## src/rtl/lfsr_word_packer.sv

```systemverilog
// Serial-to-parallel packer: shifts LFSR bits MSB-first into words and queues them in a FIFO.
// Optional von Neumann debiaser ahead of the shifter when PACKER_VN_DEBIAS_EN is defined.
module lfsr_word_packer #(
    parameter int WIDTH = 8,
    parameter int DEPTH = 4
) (
    input  logic                     clk,
    input  logic                     rst,
    input  logic                     bit_in,
    input  logic                     bit_valid,
    output logic [WIDTH-1:0]         word_out,
    output logic                     word_valid,
    input  logic                     word_ready,
    output logic [$clog2(DEPTH):0]   fifo_count,
    output logic                     overflow,
    input  logic                     overflow_clr
);

    localparam int CW  = $clog2(WIDTH);
    localparam int AW  = $clog2(DEPTH);
    localparam int CNW = AW + 1;

    logic             sh_en;
    logic             sh_bit;

`ifdef PACKER_VN_DEBIAS_EN
    logic phase_q, phase_d;
    logic first_q, first_d;

    // A pair forwards its first bit only when the two bits differ.
    always_comb begin
        phase_d = phase_q;
        first_d = first_q;
        sh_en   = 1'b0;
        sh_bit  = first_q;
        if (bit_valid) begin
            phase_d = ~phase_q;
            if (!phase_q) begin
                first_d = bit_in;
            end else begin
                sh_en = first_q ^ bit_in;
            end
        end
    end

    always_ff @(posedge clk or negedge rst) begin
        if (!rst) begin
            phase_q <= 1'b0;
            first_q <= 1'b0;
        end else begin
            phase_q <= phase_d;
            first_q <= first_d;
        end
    end
`else
    always_comb begin
        sh_en  = bit_valid;
        sh_bit = bit_in;
    end
`endif

    logic [CW-1:0]    cnt_q, cnt_d;
    logic [WIDTH-1:0] sr_q, sr_d;
    logic [WIDTH-1:0] new_word;
    logic             push;

    always_comb begin
        cnt_d    = cnt_q;
        sr_d     = sr_q;
        push     = 1'b0;
        new_word = {sr_q[WIDTH-2:0], sh_bit};
        if (sh_en) begin
            if (cnt_q == CW'(WIDTH - 1)) begin
                push  = 1'b1;
                cnt_d = '0;
                sr_d  = '0;
            end else begin
                cnt_d = cnt_q + CW'(1);
                sr_d  = new_word;
            end
        end
    end

    logic [WIDTH-1:0] mem_q [DEPTH];
    logic [WIDTH-1:0] mem_d [DEPTH];
    logic [AW-1:0]    wr_ptr_q, wr_ptr_d;
    logic [AW-1:0]    rd_ptr_q, rd_ptr_d;
    logic [CNW-1:0]   count_q, count_d;
    logic             ovf_q, ovf_d;
    logic             empty;
    logic             full;
    logic             pop;
    logic             wr_en;
    logic             drop;

    // When full, a simultaneous pop frees the head slot the push lands in.
    always_comb begin
        empty    = (count_q == '0);
        full     = (count_q == CNW'(DEPTH));
        pop      = !empty && word_ready;
        wr_en    = push && (!full || pop);
        drop     = push && full && !pop;
        mem_d    = mem_q;
        wr_ptr_d = wr_ptr_q;
        rd_ptr_d = rd_ptr_q;
        count_d  = count_q;
        if (wr_en) begin
            mem_d[wr_ptr_q] = new_word;
            wr_ptr_d        = wr_ptr_q + AW'(1);
        end
        if (pop) begin
            rd_ptr_d = rd_ptr_q + AW'(1);
        end
        if (wr_en && !pop) begin
            count_d = count_q + CNW'(1);
        end else if (!wr_en && pop) begin
            count_d = count_q - CNW'(1);
        end
        ovf_d = drop || (ovf_q && !overflow_clr);
    end

    always_ff @(posedge clk or negedge rst) begin
        if (!rst) begin
            cnt_q    <= '0;
            sr_q     <= '0;
            wr_ptr_q <= '0;
            rd_ptr_q <= '0;
            count_q  <= '0;
            ovf_q    <= 1'b0;
            for (int i = 0; i < DEPTH; i++) begin
                mem_q[i] <= '0;
            end
        end else begin
            cnt_q    <= cnt_d;
            sr_q     <= sr_d;
            wr_ptr_q <= wr_ptr_d;
            rd_ptr_q <= rd_ptr_d;
            count_q  <= count_d;
            ovf_q    <= ovf_d;
            mem_q    <= mem_d;
        end
    end

    always_comb begin
        word_valid = !empty;
        word_out   = empty ? '0 : mem_q[rd_ptr_q];
        fifo_count = count_q;
        overflow   = ovf_q;
    end

endmodule

```

## config.mk

```make
export PLATFORM = sky130hd
export DESIGN_NAME = lfsr_word_packer
export DESIGN_NICKNAME = d
export VERILOG_FILES = /design/src/rtl/lfsr_word_packer.sv
export SDC_FILE = /design/constraint.sdc
export NUM_CORES = 1
export LEC_CHECK = 0
export ABC_AREA = 1
export CAP_MARGIN = 30
export CORE_ASPECT_RATIO = 1.75
export CORE_MARGIN = 3
export CORE_UTILIZATION = 50
export CTS_BUF_LIST = sky130_fd_sc_hd__clkbuf_4
export DETAILED_ROUTE_END_ITERATION = 8
export GPL_TIMING_DRIVEN = 0
export PLACE_DENSITY = 0.76
export REMOVE_ABC_BUFFERS = 1
export SYNTH_ARGS = -nofsm -noshare
export SYNTH_HDL_FRONTEND = slang
export SYNTH_SLANG_ARGS = --single-unit
```

## constraint.sdc

```tcl
create_clock -name clk -period 2.75 [get_ports clk]
set_input_delay 0.55 -clock clk [delete_from_list [all_inputs] [get_ports clk]]
set_output_delay 0.55 -clock clk [all_outputs]
set_load 0.01 [all_outputs]
```

# == After elaboration in Yosys (flattened, before gate mapping) ==
# Index checks and enable logic that the tools add are counted.
# word_totals
ff_bits,50
latchBits,0
ramBits,0
romBits,0
out_inout_bits,13
n_memories,0
# op_classes
add_sub_neg,5
n_mul,0
div_mod_pow,0
magnitude_cmp,3
n_eq_ne,2
shifts,0
n_mux,13
bitwise_logic,2
n_reduce_logical,17
# ops
op,count
bitwise mux 32 bit,1
two-way mux 8 bit,4
binary-select mux 8 bit (select 2 bit),1
demux 8 bit (select 2 bit),1
two-way mux 3 bit,3
logical AND 1 bit,8
two-way mux 7 bit,1
"adder 3 x 1 -> 3 bit, second input constant",2
"== test 3 bit, second input constant",2
"greater-or-equal comparator 3 bit, second input constant",2
NOT 2 -> 3 bit,2
zero test 1 bit,5
"adder 2 x 1 -> 2 bit, second input constant",2
zero test 3 bit,1
"less-than comparator 3 x 1 -> 1 bit, second input constant",1
"subtractor 3 x 1 -> 3 bit, second input constant",1
logical OR 1 bit,2
two-way mux 1 bit,2
nonzero test 2 bit,1

# == Logic depth before layout (Yosys ltp) ==
# Gate-level depths: netlist of run 1.
# logic_depth
depth_word,9
mapped_depth,14
ltp_nobuf,13

# == Worst setup path after synthesis of run 1 ==
# No wires, ideal clock.
# synth_path
path_kind,flip-flop to flip-flop
startpoint,register cnt_q[0]
endpoint,register count_q[2] (netlist: fifo_count[2])
setup_time_ps,123
arrival_time_ps,1915
path_slack_ps,712
path_stages_with_launch,14
synth_period_minus_slack_ps,2038
cell_sequence,dfrtp_1 ha_1 ha_1 nand2_2 inv_2 buf_12 nand2_1 inv_2 ha_1 inv_1 fa_1 nand2_1 nand3_1 xor2_1
# synth_via
elab_chain_cells,7
word_cells_on_any_way,9
# synth_lines
element,line_no,source
start: declaration,62,"logic [CW-1:0] cnt_q, cnt_d;"
start signal: assignment,134,cnt_q <= cnt_d;
== test 3 bit *,73,if (cnt_q == CW'(WIDTH - 1)) begin
two-way mux 1 bit *,73,
two-way mux 1 bit *,72,if (sh_en) begin
logical AND 1 bit *,101,wr_en = push && (!full || pop);
net wr_en,93,logic wr_en;
zero test 1 bit,116,end else if (!wr_en && pop) begin
logical AND 1 bit,116,
nonzero test 2 bit (no line),--,
end signal: assignment,138,count_q <= count_d;
end: declaration,88,"logic [CNW-1:0] count_q, count_d;"
# The timed path passes the listed nets; every way through them passes the cells marked *.
# A chain may end at the register's enable or synchronous reset.

# == Worst setup path after layout of run 1 ==
# layout_path
startpoint,input bit_valid
endpoint,register count_q[2] (netlist: fifo_count[2])
# layout_via
elab_chain_cells,5
word_cells_on_any_way,7
# layout_lines
element,line_no,source
start: declaration,10,"input logic bit_valid,"
two-way mux 1 bit *,72,
logical AND 1 bit *,101,
net wr_en,93,
zero test 1 bit,116,
logical AND 1 bit,116,
nonzero test 2 bit (no line),--,
# Marks and branches as above.

==> flow_summary.toml, run 1 <==
[status]
run_status = "complete, no violations"

[synth]
synthTopCellsByArea = "dfrtp_1, nand2_1, nand4_1"
synth_commonest_cells = "nand2_1, dfrtp_1, nand4_1"
yosys.cell_count.top_type = "nand2_1"
synth-async-reset-ratio = 1.00
synth_top_family_by_area = "simple AND/OR/NAND/NOR gates"
yosys.area_share.simple = 0.312
synth_cell_types = 25
synth_adder_area_share = 0.0410
synth-compound-area-share = 0.0405
synth_seq_area_share = 0.476
syn_inst = 319
synth_xor_area_frac = 0.0133
ys.flop_type = "dfrtp_1"
synth_edf_count = 0
yosys_warnings = 0
avgSynthCellArea_um2 = 8.23
synth_seq_cells = 50
netlist_area_um2 = 2630
synthMuxAreaShare = 0
synth_area_leader_cell = "dfrtp_1"
synth_top_cell_area_share = 0.476

[final_layout]
nNetsFinal = 344
antennaDiodeCount = 0
final_util = 0.566
layout-drive-gt1-share = 0.0788
nFillCells = 474
syn_to_final_growth_pct = 8.10

[route]
vias_per_cell = 5.47
drt-initial-drc-count = 82
drc = 0
drtPass1Iterations = 4
antenna_left = 0
vias = 2099
wl_per_cell_um = 13.8
wl_um = 5310

[critical_path]
criticalPathCategory = "input port to flop"
crit_arrival_ns = 2.89
startpoint_type = "input port"
worst-r2r-setup-slack_ns = 0.33
endpoint_kind = "flop"
worstRegToRegCells = 12
path_cells = "clkdlybuf4s50_1 -> nand2_2 -> inv_4 -> nand2_1 -> inv_2 -> ha_1 -> inv_1 -> fa_1 -> nand2_1 -> nand3_1 -> xor2_1"
crit_buf_inv = 4
path_depth = 11
critPathTopFamily = "buffers and inverters"
path_common_cell = "nand2_1"
crit_slowest_cell = "clkdlybuf4s50_1"
crit_required_ns = 3.00
worstPathMaxFanout = 38
setup.worst_path.start = "bit_valid"
r2r_start = "cnt_q[0]"
slowest_delay_ns = 0.71
reg2reg_to = "fifo_count[2]"
cp-endpoint = "fifo_count[2]"

[clock_network]
max-clock-path-buffers = 2
htreeDepth = 2
clkTransAtPathRegs_ns = 0.13
cts_buffers = 5
cts_tree = "yes"
cts_sinks = 50
insertion_delay_ns = 0.36
ctsRootBufferMaster = "clkbuf_4"

[die]
core.rowCount = 34
die_y_um = 102
core-area_um2 = 5020
die_area_um2 = 6190
die_w_um = 60.8
io_pins = 19
initial_utilization = 0.523

[global_routing]
grt_overflow = 0
grtUsageMet3 = 0.0316
grt.busiest_layer = "met2"
grtUsageMet1 = 0.232
met2_usage = 0.364
grt_usage = 0.203
antenna_found_initial = 0
grt_pass1_wl_um = 9530
grt_pass1_vias = 2105
grt_max_degree = 39

[sta]
fmax_ghz = 0.380
tightest_slew_ns = 0.440
layout_setup_ws_ns = 0.119
setup_violations = 0
hold_violations = 0
rsz0062_at_grt = "false"
timing.final.crit_period_ns = 2.63
maxSlewViolCount = 0
relSlewSlack = 0.707
skew_ns = 0.00654
final.period_utilization = 0.957

[power]
p_sw_mw = 1.02
power_density_nw_per_um2 = 893
sw_frac_of_total = 0.401
combPwrFrac = 0.427
vdd.ir_drop.worst_mv = 0.415
cellInternalPower_mw = 1.52
p_leak_nw = 1.48
power.share.clock = 0.130
seq_power_share = 0.442
power_mw = 2.53

[min_path]
hold_class = "input port to asynchronous set/reset pin"

[place]
place_ws_ns = -0.451
hpwl_um = 3890
portBuffers = 18
gp_congestion = 0.836

[run]
drv_cap = 0
==> cell type report <==
cell class	instances	area, um2	area share
sequential	50	1250	0.442
multi-input combinational	215	1070	0.377
timing repair buffer	22	250	0.0881
inverter	36	143	0.0502
tap	54	67.6	0.0238
clock buffer	7	52.6	0.0185
==> how the worst min path moves through the flow <==
stage	from	to	slack (ns)	cells past startpoint
floorplan	rst	cnt_q[0]	0.25	0
global placement	mem_q[20]	mem_q[20]	0.45	2
detailed placement	mem_q[28]	mem_q[28]	0.46	2
CTS	rst	overflow	0.06	1
global route	rst	mem_q[9]	0.06	1
finish	rst	overflow	0.06	1
==> kinds of logic (layout without fill, tap and decap cells) <==
group / Yosys count / count (layout)
compound gates: 18 / 18
xor+xnor: 4 / 4
fa+ha+maj: 8 / 8
buf+inv: 54 / 65
flops: 50 / 50
simple gates: 185 / 185
==> per-layer routing <==
layer / vias to the layer above / share of wire
met5: - / 0
met4: 0 / 0.023
met3: 10 / 0.022
met2: 28 / 0.56
met1: 1018 / 0.40
li1: 1043 / -
==> flip-flops by register name, summed over array words and instances, names as in the netlist <==
register / count
cnt_q: 3
overflow: 1
rd_ptr_q: 2
sr_q: 7
mem_q: 32
fifo_count: 3
wr_ptr_q: 2
==> layout by cell type, fill, tap and decap left out <==
master           netlist  final
or2_1                  1      1
nand3_1               11     11
nand2_2                1      2
dfrtp_1               50     49
o21ai_0                1      1
nor2_1                 2      2
buf_12                 1      2
clkdlybuf4s50_1        0     17
fa_1                   1      1
nand4_1               32     32
buf_16                 0      1
buf_2                  6      1
o21ai_2                2      2
o22ai_1                7      7
inv_4                  0      1
dfrtp_4                0      1
xnor2_1                2      2
buf_4                  2      1
inv_6                  0      1
ha_1                   7      7
xor2_1                 2      2
a21oi_1                8      8
nand2_1              135    134
nand3_2                2      2
clkbuf_4               0      7
inv_1                 31     30
nand3_4                1      1
inv_2                  5      4
==> worst reg2reg max path, stage by stage, from the launching register on <==
cell and delay [ns]:
dfrtp_1 0.42, ha_1 0.16, ha_1 0.17, nand2_2 0.08, inv_4 0.32, nand2_1 0.19
inv_2 0.08, ha_1 0.16, inv_1 0.06, fa_1 0.37, nand2_1 0.08, nand3_1 0.08
xor2_1 0.14
==> stage by stage <==
| stage | cell area (um2) | cells | hold slack [ns] | TNS [ns] |
|---|---|---|---|---|
| 6_report | 2840 | 384 | 0.0647 | 0 |
| 5_1_grt | 2840 | 384 | 0.0607 | 0 |
| 4_1_cts | 2800 | 382 | 0.0638 | 0 |
| 3_5_place_dp | 2750 | 375 | 0.459 | -0.768 |
| 3_3_place_gp | 2700 | 373 | 0.454 | -14.94 |
| 2_1_floorplan | 2450 | 301 | 0.254 | 0 |
==> power groups by stage <==
| stage | logic, mW | registers [mW] | clock network [mW] |
|---|---|---|---|
| final | 1.08 | 1.12 | 0.330 |
| after global routing | 1.23 | 1.15 | 0.376 |
| after CTS | 1.02 | 1.14 | 0.338 |
| after detailed placement | 1.01 | 1.15 | 0 |
| after global placement | 0.974 | 1.14 | 0 |
| after floorplan | 0.623 | 1.10 | 0 |
==> timing repair <==
action                                  CTS  global route
buffers inserted                          0             2
hold buffers                              0             0
resized for setup                         3             4
pin swaps                                 0             0
hold endpoints to repair                  0             0
endpoints found under the setup margin    9             9
Power figures use the tool's default switching activity.
==> run 2: changes to the inputs <==
--- a/config.mk
+++ b/config.mk
@@ -13,7 +13,7 @@
 export CTS_BUF_LIST = sky130_fd_sc_hd__clkbuf_4
 export DETAILED_ROUTE_END_ITERATION = 8
 export GPL_TIMING_DRIVEN = 0
-export PLACE_DENSITY = 0.76
+export PLACE_DENSITY = 0.72
 export REMOVE_ABC_BUFFERS = 1
 export SYNTH_ARGS = -nofsm -noshare
 export SYNTH_HDL_FRONTEND = slang
==> flow_summary.toml, run 2 (synthesis gave the netlist of run 1 again) <==
[final_layout]
layout-drive-gt1-share = 0.0785
syn_to_final_growth_pct = 9.24
largest_reg_flops = 32
nNetsFinal = 344
largest_registers = "mem_q x32, sr_q x7"
mostFrequentLayoutCell = "nand2_1"
antennaDiodeCount = 0
layout_common_cells = "nand2_1, dfrtp_1, nand4_1"
stdcell_count = 385
largest_register = "mem_q"

[sta]
setup_violations = 0
maxSlewViolCount = 0
tightest_slew_ns = 0.552
timing.final.crit_period_ns = 2.58
hold_violations = 0
layout_setup_ws_ns = 0.170
fmax_ghz = 0.388
relSlewSlack = 0.631
final.period_utilization = 0.938
skew_ns = 0.0159
tns_ns = 0
rsz0062_at_grt = "false"

[run]
drv_cap = 0

[place]
hpwl_um = 3830
dpl.cell_count = 375
gp_congestion = 0.806
portBuffers = 18
place_ws_ns = -0.460

[global_routing]
grt_overflow = 0
grt_pass1_vias = 1909
grt_max_degree = 39
antenna_found_initial = 0
grt_pass1_wl_um = 8940
grt_usage = 0.196

[die]
io_pins = 19
core.rowCount = 34
core-area_um2 = 5020
die_w_um = 60.8
die_area_um2 = 6190
die_y_um = 102
initial_utilization = 0.523

[route]
drtPass1Iterations = 4
wl_um = 5530
drt-initial-drc-count = 63
antenna_left = 0
wl_per_cell_um = 14.4
vias_per_cell = 5.39
vias = 2077
drc = 0

[status]
run_status = "complete, no violations"

[clock_network]
htreeDepth = 2
cts_buffers = 5
cts_tree = "yes"
insertion_delay_ns = 0.37
max-clock-path-buffers = 2
cts_sinks = 50
clkTransAtPathRegs_ns = 0.14
ctsRootBufferMaster = "clkbuf_4"

[critical_path]
path_cells = "clkdlybuf4s50_1 -> nand2_2 -> inv_6 -> nand2_1 -> inv_2 -> ha_1 -> inv_1 -> fa_1 -> nand2_1 -> nand3_1 -> xor2_1"
startpoint_type = "input port"
slowest_delay_ns = 0.71
endpoint_kind = "flop"
crit_arrival_ns = 2.84
path_common_cell = "nand2_1"
crit_required_ns = 3.01
worstRegToRegCells = 12
worstPathMaxFanout = 38
crit_slowest_cell = "clkdlybuf4s50_1"
criticalPathCategory = "input port to flop"

[power]
p_leak_nw = 1.49
power_density_nw_per_um2 = 923
vdd.ir_drop.worst_mv = 0.514
power_mw = 2.65

[min_path]
hold_class = "input port to asynchronous set/reset pin"
## run 2: cell count changes in the layout (fill, tap and decap cells not counted)
cell        change
nand2_2         -1
clkbuf_4        -1
nand2_1         +1
inv_4           -1
bufinv_16       +1
inv_6           +1
clkinvlp_4      +1
## run 2: metal layers
metal  share of wire  vias to the layer above  track usage
li1                -                     1041            -
met1            0.40                      990        0.228
met2            0.55                       38        0.353
met3           0.033                        8       0.0316
met4           0.019                        0       0.0684
met5               0                        -            0
## run 2: cell type report
class / count / area (um2)
fill: 479 / 2150
sequential: 50 / 1250
multi-input combinational: 215 / 1070
timing repair buffer: 22 / 250
inverter: 36 / 145
tap: 54 / 67.6
clock buffer: 6 / 45.0
clock inverter: 2 / 37.5
## run 2: stage by stage
stage	util	cell area, um2	hold slack (ns)
after floorplan	-	2450	0.254
after global placement	0.538	2700	0.453
after detailed placement	0.547	2750	0.458
after CTS	0.565	2830	0.0705
after global routing	0.572	2870	0.0508
final	0.572	2870	0.0665
## run 2: worst max-delay path, delay by kind of cell
kind	cells	cell delay [ns]
buffers and inverters	4	1.13
and+or+nand+nor	4	0.47
xor gates and xnor gates	1	0.15
adders and majority gates	2	0.54
## run 2: what timing repair did
action	4_1_cts	5_1_grt
hold buffers	0	0
endpoints found under the setup margin	9	6
gates resized for setup	3	4
buffers inserted	0	2
## run 2: where the power goes
part           switching, mW  internal (mW)
Combinational          0.621          0.472
Sequential             0.192          0.930
Clock                  0.231          0.202
Total                   1.05           1.60
## run 2: path summary, 6_finish.rpt
kind / from / end / slack [ns]
min: rst / mem_q[4] / 0.07
max in group asynchronous: rst / mem_q[23] / 2.17
min in group clk: mem_q[7] / mem_q[7] / 0.49
min reg2reg: mem_q[7] / mem_q[7] / 0.49
max: bit_valid / fifo_count[2] / 0.17
max reg2reg: cnt_q[0] / fifo_count[2] / 0.38
==> run 3: changes to the inputs <==
==> constraint.sdc (replaced) <==
create_clock -name clk -period 2.75 [get_ports clk]
set_input_delay 0.4125 -clock clk [delete_from_list [all_inputs] [get_ports clk]]
set_output_delay 0.4125 -clock clk [all_outputs]
set_load 0.01 [all_outputs]
==> flow_summary.toml, run 3 (synthesis gave the netlist of run 1 again) <==
[sta]
fmax_ghz = 0.396
rsz0062_at_grt = "false"
maxSlewViolCount = 0
relSlewSlack = 0.632
setup_violations = 0
final.period_utilization = 0.918
hold_violations = 0
timing.final.crit_period_ns = 2.52
tightest_slew_ns = 0.550
skew_ns = 0.0137

[critical_path]
setup.worst_path.start = "bit_valid"
worst-r2r-setup-slack_ns = 0.30
endpoint_kind = "flop"
crit_required_ns = 3.01
path_cells = "clkdlybuf4s50_1 -> nand2_2 -> inv_4 -> nand2_1 -> inv_2 -> ha_1 -> inv_1 -> fa_1 -> nand2_1 -> nand3_1 -> xor2_1"
startpoint_type = "input port"
path_common_cell = "nand2_1"
r2r_start = "cnt_q[0]"
worstRegToRegCells = 12
worstPathMaxFanout = 38
slowest_delay_ns = 0.72
reg2reg_to = "fifo_count[2]"
crit_slowest_cell = "clkdlybuf4s50_1"
crit_arrival_ns = 2.79
criticalPathCategory = "input port to flop"

[route]
drtPass1Iterations = 4
vias_per_cell = 5.35
wl_um = 5550
wl_per_cell_um = 14.5
antenna_left = 0
drc = 0
vias = 2054
drt-initial-drc-count = 55

[clock_network]
cts_sinks = 50
cts_tree = "yes"
ctsRootBufferMaster = "clkbuf_4"
max-clock-path-buffers = 2
htreeDepth = 2
clkTransAtPathRegs_ns = 0.14
cts_setup_buffers = 0
cts_buffers = 5
insertion_delay_ns = 0.37

[power]
p_leak_nw = 1.48
power_density_nw_per_um2 = 912
vdd.ir_drop.worst_mv = 0.491

[final_layout]
layout_common_cells = "nand2_1, dfrtp_1, nand4_1"
largest_reg_flops = 32
mostFrequentLayoutCell = "nand2_1"
antennaDiodeCount = 0
final_util = 0.567
largest_register = "mem_q"
nNetsFinal = 343
syn_to_final_growth_pct = 8.38
design_area_um2 = 2850
largest_registers = "mem_q x32, sr_q x7"
layout-drive-gt1-share = 0.0697

[global_routing]
grt_max_degree = 39
grt_pass1_vias = 1920
grt_pass1_wl_um = 8980
grt_overflow = 0
antenna_found_initial = 0
grt_usage = 0.197

[min_path]
hold_class = "input port to asynchronous set/reset pin"

[place]
post_dp_cell_area_um2 = 2750
hpwl_um = 3830
gp_congestion = 0.806
portBuffers = 18

[die]
die_w_um = 60.8
core-area_um2 = 5020
die_y_um = 102
core.rowCount = 34
initial_utilization = 0.523
die_area_um2 = 6190
io_pins = 19

[status]
run_status = "complete, no violations"

[run]
drv_cap = 0
-- run 3: cell count changes in the layout (fill, tap and decap cells not counted) --
cell	delta
inv_4	+2
inv_6	-2
buf_12	-1
buf_4	-1
dlygate4sd3_1	+1
inv_1	+1
inv_2	-1
-- run 3: cell type report --
| class | instances | area (um2) |
|---|---|---|
| Fill cell | 480 | 2170 |
| Sequential cell | 50 | 1250 |
| Multi-Input combinational cell | 215 | 1070 |
| Timing Repair Buffer | 21 | 233 |
| Inverter | 36 | 140 |
| Tap cell | 54 | 67.6 |
| Clock buffer | 6 | 45.0 |
| Clock inverter | 2 | 37.5 |
-- run 3: worst max path at each step --
stage                               end  slack [ns]
after floorplan           fifo_count[2]        0.27
after global placement    fifo_count[2]       -0.52
after detailed placement  fifo_count[2]       -0.32
after CTS                 fifo_count[2]        0.07
after global routing        word_out[6]        0.08
final                     fifo_count[2]        0.23
-- run 3: where the power goes --
part | switching, mW | internal (mW)
clock | 0.231 | 0.202
combinational | 0.582 | 0.432
sequential | 0.220 | 0.930
-- run 3: critical path, delay by kind of cell --
family	cells	cell delay, ns
simple gates	4	0.47
buf+inv	4	1.21
xor+xnor	1	0.15
fa+ha+maj	2	0.54
-- run 3: repair_timing --
action,in CTS,in global routing
hold buffers,1,0
setup endpoints to repair,8,4
endpoints found under the hold margin,13,0
gates resized for setup,1,5
-- run 3: metrics by stage --
stage          hold WS, ns  power [mW]  std cells  setup slack [ns]  setup TNS [ns]
2_1_floorplan        0.117        1.72        301             0.269               0
3_3_place_gp         0.453        2.12        373            -0.525           -8.69
3_5_place_dp         0.341        2.18        375            -0.323          -0.491
4_1_cts              0.474        2.61        384            0.0717               0
5_1_grt              0.469        2.80        384            0.0766               0
6_report             0.465        2.60        384             0.225               0
-- run 3: metal layers --
metal | global-route usage | wire length, um
met5 | 0 | 0
met4 | 0.0684 | 104
met3 | 0.0316 | 144
met2 | 0.354 | 3110
met1 | 0.229 | 2190
==> variant 1 (config.mk and constraints of run 2) <==
Build with the macro `PACKER_VN_DEBIAS_EN` defined.
--- a/src/rtl/lfsr_word_packer.sv
+++ b/src/rtl/lfsr_word_packer.sv
@@ -1,5 +1,7 @@
 // Serial-to-parallel packer: shifts LFSR bits MSB-first into words and queues them in a FIFO.
 // Optional von Neumann debiaser ahead of the shifter when PACKER_VN_DEBIAS_EN is defined.
+`define PACKER_VN_DEBIAS_EN
+
 module lfsr_word_packer #(
     parameter int WIDTH = 8,
     parameter int DEPTH = 4
Function: changed (a bounded check fails within 10 cycles, from zero or initial values and one cycle with rst low).
==> variant 1 against run 2 <==
- design area grew 1.2%
- first-iteration DRC count down 13%
- area after synthesis shrank 2.1%
- routed wire length rose by 9.0%
- count of clock-buffer cells in the layout decreased by 1
- worst setup slack lost 0.058 ns
- register-to-register slack better by 0.03 ns
- total power is 3.0% lower
- sequential cell count is 2 higher
- cell count shrank 1.3%
- critical path type is now reg -> out
==> variant 1: results (changes against run 2) <==
Run status
  • Status: complete, no violations (unchanged)

Synth
  • Syn Inst Count: 309 (was 319)
  • Sequential share of the synthesized area: 0.5061 (was 0.4764)

Setup path
  • Critical Path AT: 2.09 ns (was 2.84 ns)
  • R2r setup slk: 0.41 ns (was 0.38 ns)
  • Max FO, Critical Path: 18 (was 38)
  • Slowest library cell on the worst path: dfrtp_4 (was clkdlybuf4s50_1)

Finish
  • Non-clk invs: 18 (was 36)
  • Register share of the cell area: 0.4500 (was 0.4374)
  • Nets: 342 (was 344)
  • Multi-input gate area: 0.001130 mm^2 (was 0.001069 mm^2)
  • Final non-filler cell total: 380 (was 385)
  • # fillers: 433 (was 479)
  • Layout clock area frac: 0.01724 (was 0.02878)
  • Share of layout cells above drive strength 1: 0.08841 (was 0.07855)
  • Plain + repair buffers: 28 (was 22)
  • Fraction of area in multi-input gates: 0.3892 (was 0.3724)
  • Buffering overhead: 0.09741 (was 0.08722)

Place
  • GP Congestion: 0.7801 (was 0.8064)
  • DP Worst Slack: -0.9567 ns (was -0.4604 ns)
  • Placed cells: 364 (was 375)
  • Post-DP HPWL: 3.846 mm (was 3.834 mm)

Timing
  • Skew final: 0.01630 ns (was 0.01593 ns)
  • Worst hold margin: 0.05228 ns (was 0.06646 ns)
  • Relative slew slack: 0.4933 (was 0.6309)

Die
  • Tapcells: 52 (was 54)

GRT
  • Met2 usage: 0.3825 (was 0.3528)
  • Largest net degree at the start of global routing: 40 (was 39)
  • Vias in the first global route: 2,058 (was 1,909)
  • Met3 GRT Util: 0.03462 (was 0.03161)
  • First-pass GRT wire length: 9.970 mm (was 8.942 mm)
  • Met1 Use GR: 0.2640 (was 0.2281)

Route
  • Wire length per cell: 15.88 um (was 14.37 um)
  • Iter 0 DRT Violations: 55 (was 63)

Pwr
  • Leak Pwr: 1.474 nW (was 1.491 nW)
variant 1: changes by cell type in the layout (fill, tap and decap cells not counted), moves of 7 or more:
cell / run 2 / this run
o21ai_0: 1 / 24
buf_4: 1 / 8
inv_1: 30 / 16
nand2_1: 135 / 88
nor2_1: 2 / 36
o22ai_1: 7 / 0
variant 1: cell families after synthesis:
logic type / after synthesis / synth area share
multiplexers: 2 / 0.008272
flip-flops: 52 / 0.5061
XOR/XNOR: 4 / 0.01363
adder cells (fa/ha/maj): 8 / 0.04185
AO/OA/AOI/OAI: 37 / 0.07251
buffers and inverters: 35 / 0.06277
AND/OR/NAND/NOR: 171 / 0.2949
variant 1: power breakdown:
part	internal (mW)	total [mW]	switching [mW]
Clock	0.0936	0.329	0.235
Combinational	0.498	1.08	0.587
Sequential	0.927	1.16	0.230
Total	1.52	2.57	1.05
variant 1: worst max-delay path by stage:
stage | startpoint | slack (ns) | depth (start not counted) | endpoint
final | rd_ptr_q[0] | 0.11 | 4 | word_out[5]
after global routing | rd_ptr_q[0] | -0.002 | 4 | word_out[1]
after floorplan | bit_in | 0.07 | 12 | fifo_count[2]
after global placement | bit_valid | -0.90 | 13 | fifo_count[2]
after detailed placement | bit_valid | -0.96 | 13 | fifo_count[2]
after CTS | rd_ptr_q[0] | 0.05 | 4 | word_out[1]
variant 1: what timing repair did:
action / in CTS / in global routing
pin swaps: 1 / 1
gates resized for setup: 3 / 6
endpoints found under the setup margin: 10 / 4
cloned: 1 / 0
buffers inserted: 1 / 7
variant 1: per-layer routing:
layer  routed length [um]  part of all wire  up-vias
met4                   85             0.014        0
met2                 3248              0.54       27
met3                  164             0.027        7
met5                    0                 0        -
met1                 2536              0.42     1018
li1                     -                 -     1058
==> variant 2 (config.mk and constraints of run 2) <==
Without the edit above. Take the reset off `sr_q` and load it in a clocked block of its own.
--- a/src/rtl/lfsr_word_packer.sv
+++ b/src/rtl/lfsr_word_packer.sv
@@ -122,7 +122,6 @@
     always_ff @(posedge clk or negedge rst) begin
         if (!rst) begin
             cnt_q    <= '0;
-            sr_q     <= '0;
             wr_ptr_q <= '0;
             rd_ptr_q <= '0;
             count_q  <= '0;
@@ -132,13 +131,16 @@
             end
         end else begin
             cnt_q    <= cnt_d;
-            sr_q     <= sr_d;
             wr_ptr_q <= wr_ptr_d;
             rd_ptr_q <= rd_ptr_d;
             count_q  <= count_d;
             ovf_q    <= ovf_d;
             mem_q    <= mem_d;
         end
+    end
+
+    always_ff @(posedge clk) begin
+        sr_q <= sr_d;
     end
 
     always_comb begin
Formal check against the unedited RTL: same outputs for any inputs over 10 cycles, from zero or initial values and one cycle with rst low; that may be too few to reach the edited logic, so the function may still have changed.
==> variant 2 against run 2 <==
- maximum frequency shrank 0.23%
- sequential power up 14%
- sequential cell count unchanged
- area after synthesis fell by 0.43%
- total power is 14% higher
- die area is 0.40% lower
- worst setup slack lost 0.0060 ns
- worst hold slack got worse by 0.048 ns
- design area down 1.3%
- routed wire length shrank 6.5%
- critical endpoint is now word_out[6]
- largest cell class unchanged
- largest power group is now combinational logic
- highest routed layer unchanged
==> variant 2: results (changes against run 2) <==
Route
  • Met2 wire length: 2.795 mm (was 3.026 mm)
  • Post-Route WL: 5.177 mm (was 5.534 mm)
  • Iter 0 DRT Violations: 66 (was 63)

Place
  • Post-DP HPWL: 3.623 mm (was 3.834 mm)
  • DP Worst Slack: -0.5808 ns (was -0.4604 ns)
  • Placed Area: 0.002748 mm^2 (was 0.002745 mm^2)
  • GP Congestion: 0.7851 (was 0.8064)

Finish
  • Sequential cell area: 0.001290 mm^2 (was 0.001255 mm^2)
  • # fillers: 487 (was 479)
  • Nets: 337 (was 344)
  • Layout clock area frac: 0.01723 (was 0.02878)
  • Buffering overhead: 0.08657 (was 0.08722)
  • Multi-Input Combinational: 209 (was 215)
  • Plain + repair buffers: 21 (was 22)
  • Share of layout cells above drive strength 1: 0.06481 (was 0.07855)
  • CLK BUF: 5 (was 6)

GRT
  • First-pass GRT wire length: 8.928 mm (was 8.942 mm)
  • Met1 Use GR: 0.2285 (was 0.2281)
  • Total global-route track usage: 0.1920 (was 0.1961)

Setup path
  • Critical Path AT: 2.04 ns (was 2.84 ns)

Timing
  • Final min period: 2.586 ns (was 2.580 ns)
  • Relative slew slack: 0.6447 (was 0.6309)
  • Worst hold margin: 0.01873 ns (was 0.06646 ns)

Pwr
  • Peak supply drop: 0.4950 mV (was 0.5138 mV)

Synth
  • Post-Synth XOR/XNOR Area: 0.01340 (was 0.01334)
  • Fraction of registers with async set/reset: 0.8600 (was 1.000)
  • Post-synth EDFFs: 7 (was 0)
  • Post-synthesis mux area share: 0.008612 (was 0)
  • Syn Inst Count: 312 (was 319)
  • Synth top area cells: dfrtp_1 41%, nand2_1 18%, edfxtp_1 8.0% (was dfrtp_1 48%, nand2_1 19%, nand4_1 7.6%)

Run status
  • Status: complete, no violations (unchanged)
## variant 2: changes by cell type after synthesis, moves of 2 or more
cell	run 2	this run
inv_2	5	3
nor2_1	2	9
dfrtp_1	50	43
o21ai_2	2	0
edfxtp_1	0	7
nand2_1	135	127
inv_1	31	33
o22ai_1	7	1
a21oi_1	8	10
mux2_2	0	2
## variant 2: final timing paths
check | start | end | cells past startpoint
worst min register to register | mem_q[25] | mem_q[25] | 2
max in group asynchronous | rst | cnt_q[2] | 2
worst max-delay path | rd_ptr_q[1] | word_out[6] | 4
worst max register to register | cnt_q[0] | fifo_count[2] | 12
worst min-delay path | rst | rd_ptr_q[1] | 1
min in group clk | mem_q[25] | mem_q[25] | 2
## variant 2: where the power goes
group	internal [mW]	leakage, nW	switching [mW]	total, mW
combinational	0.620	0.809	0.787	1.41
clock	0.0918	0.0277	0.227	0.318
sequential	1.06	0.627	0.224	1.28
total	1.77	1.46	1.24	3.01
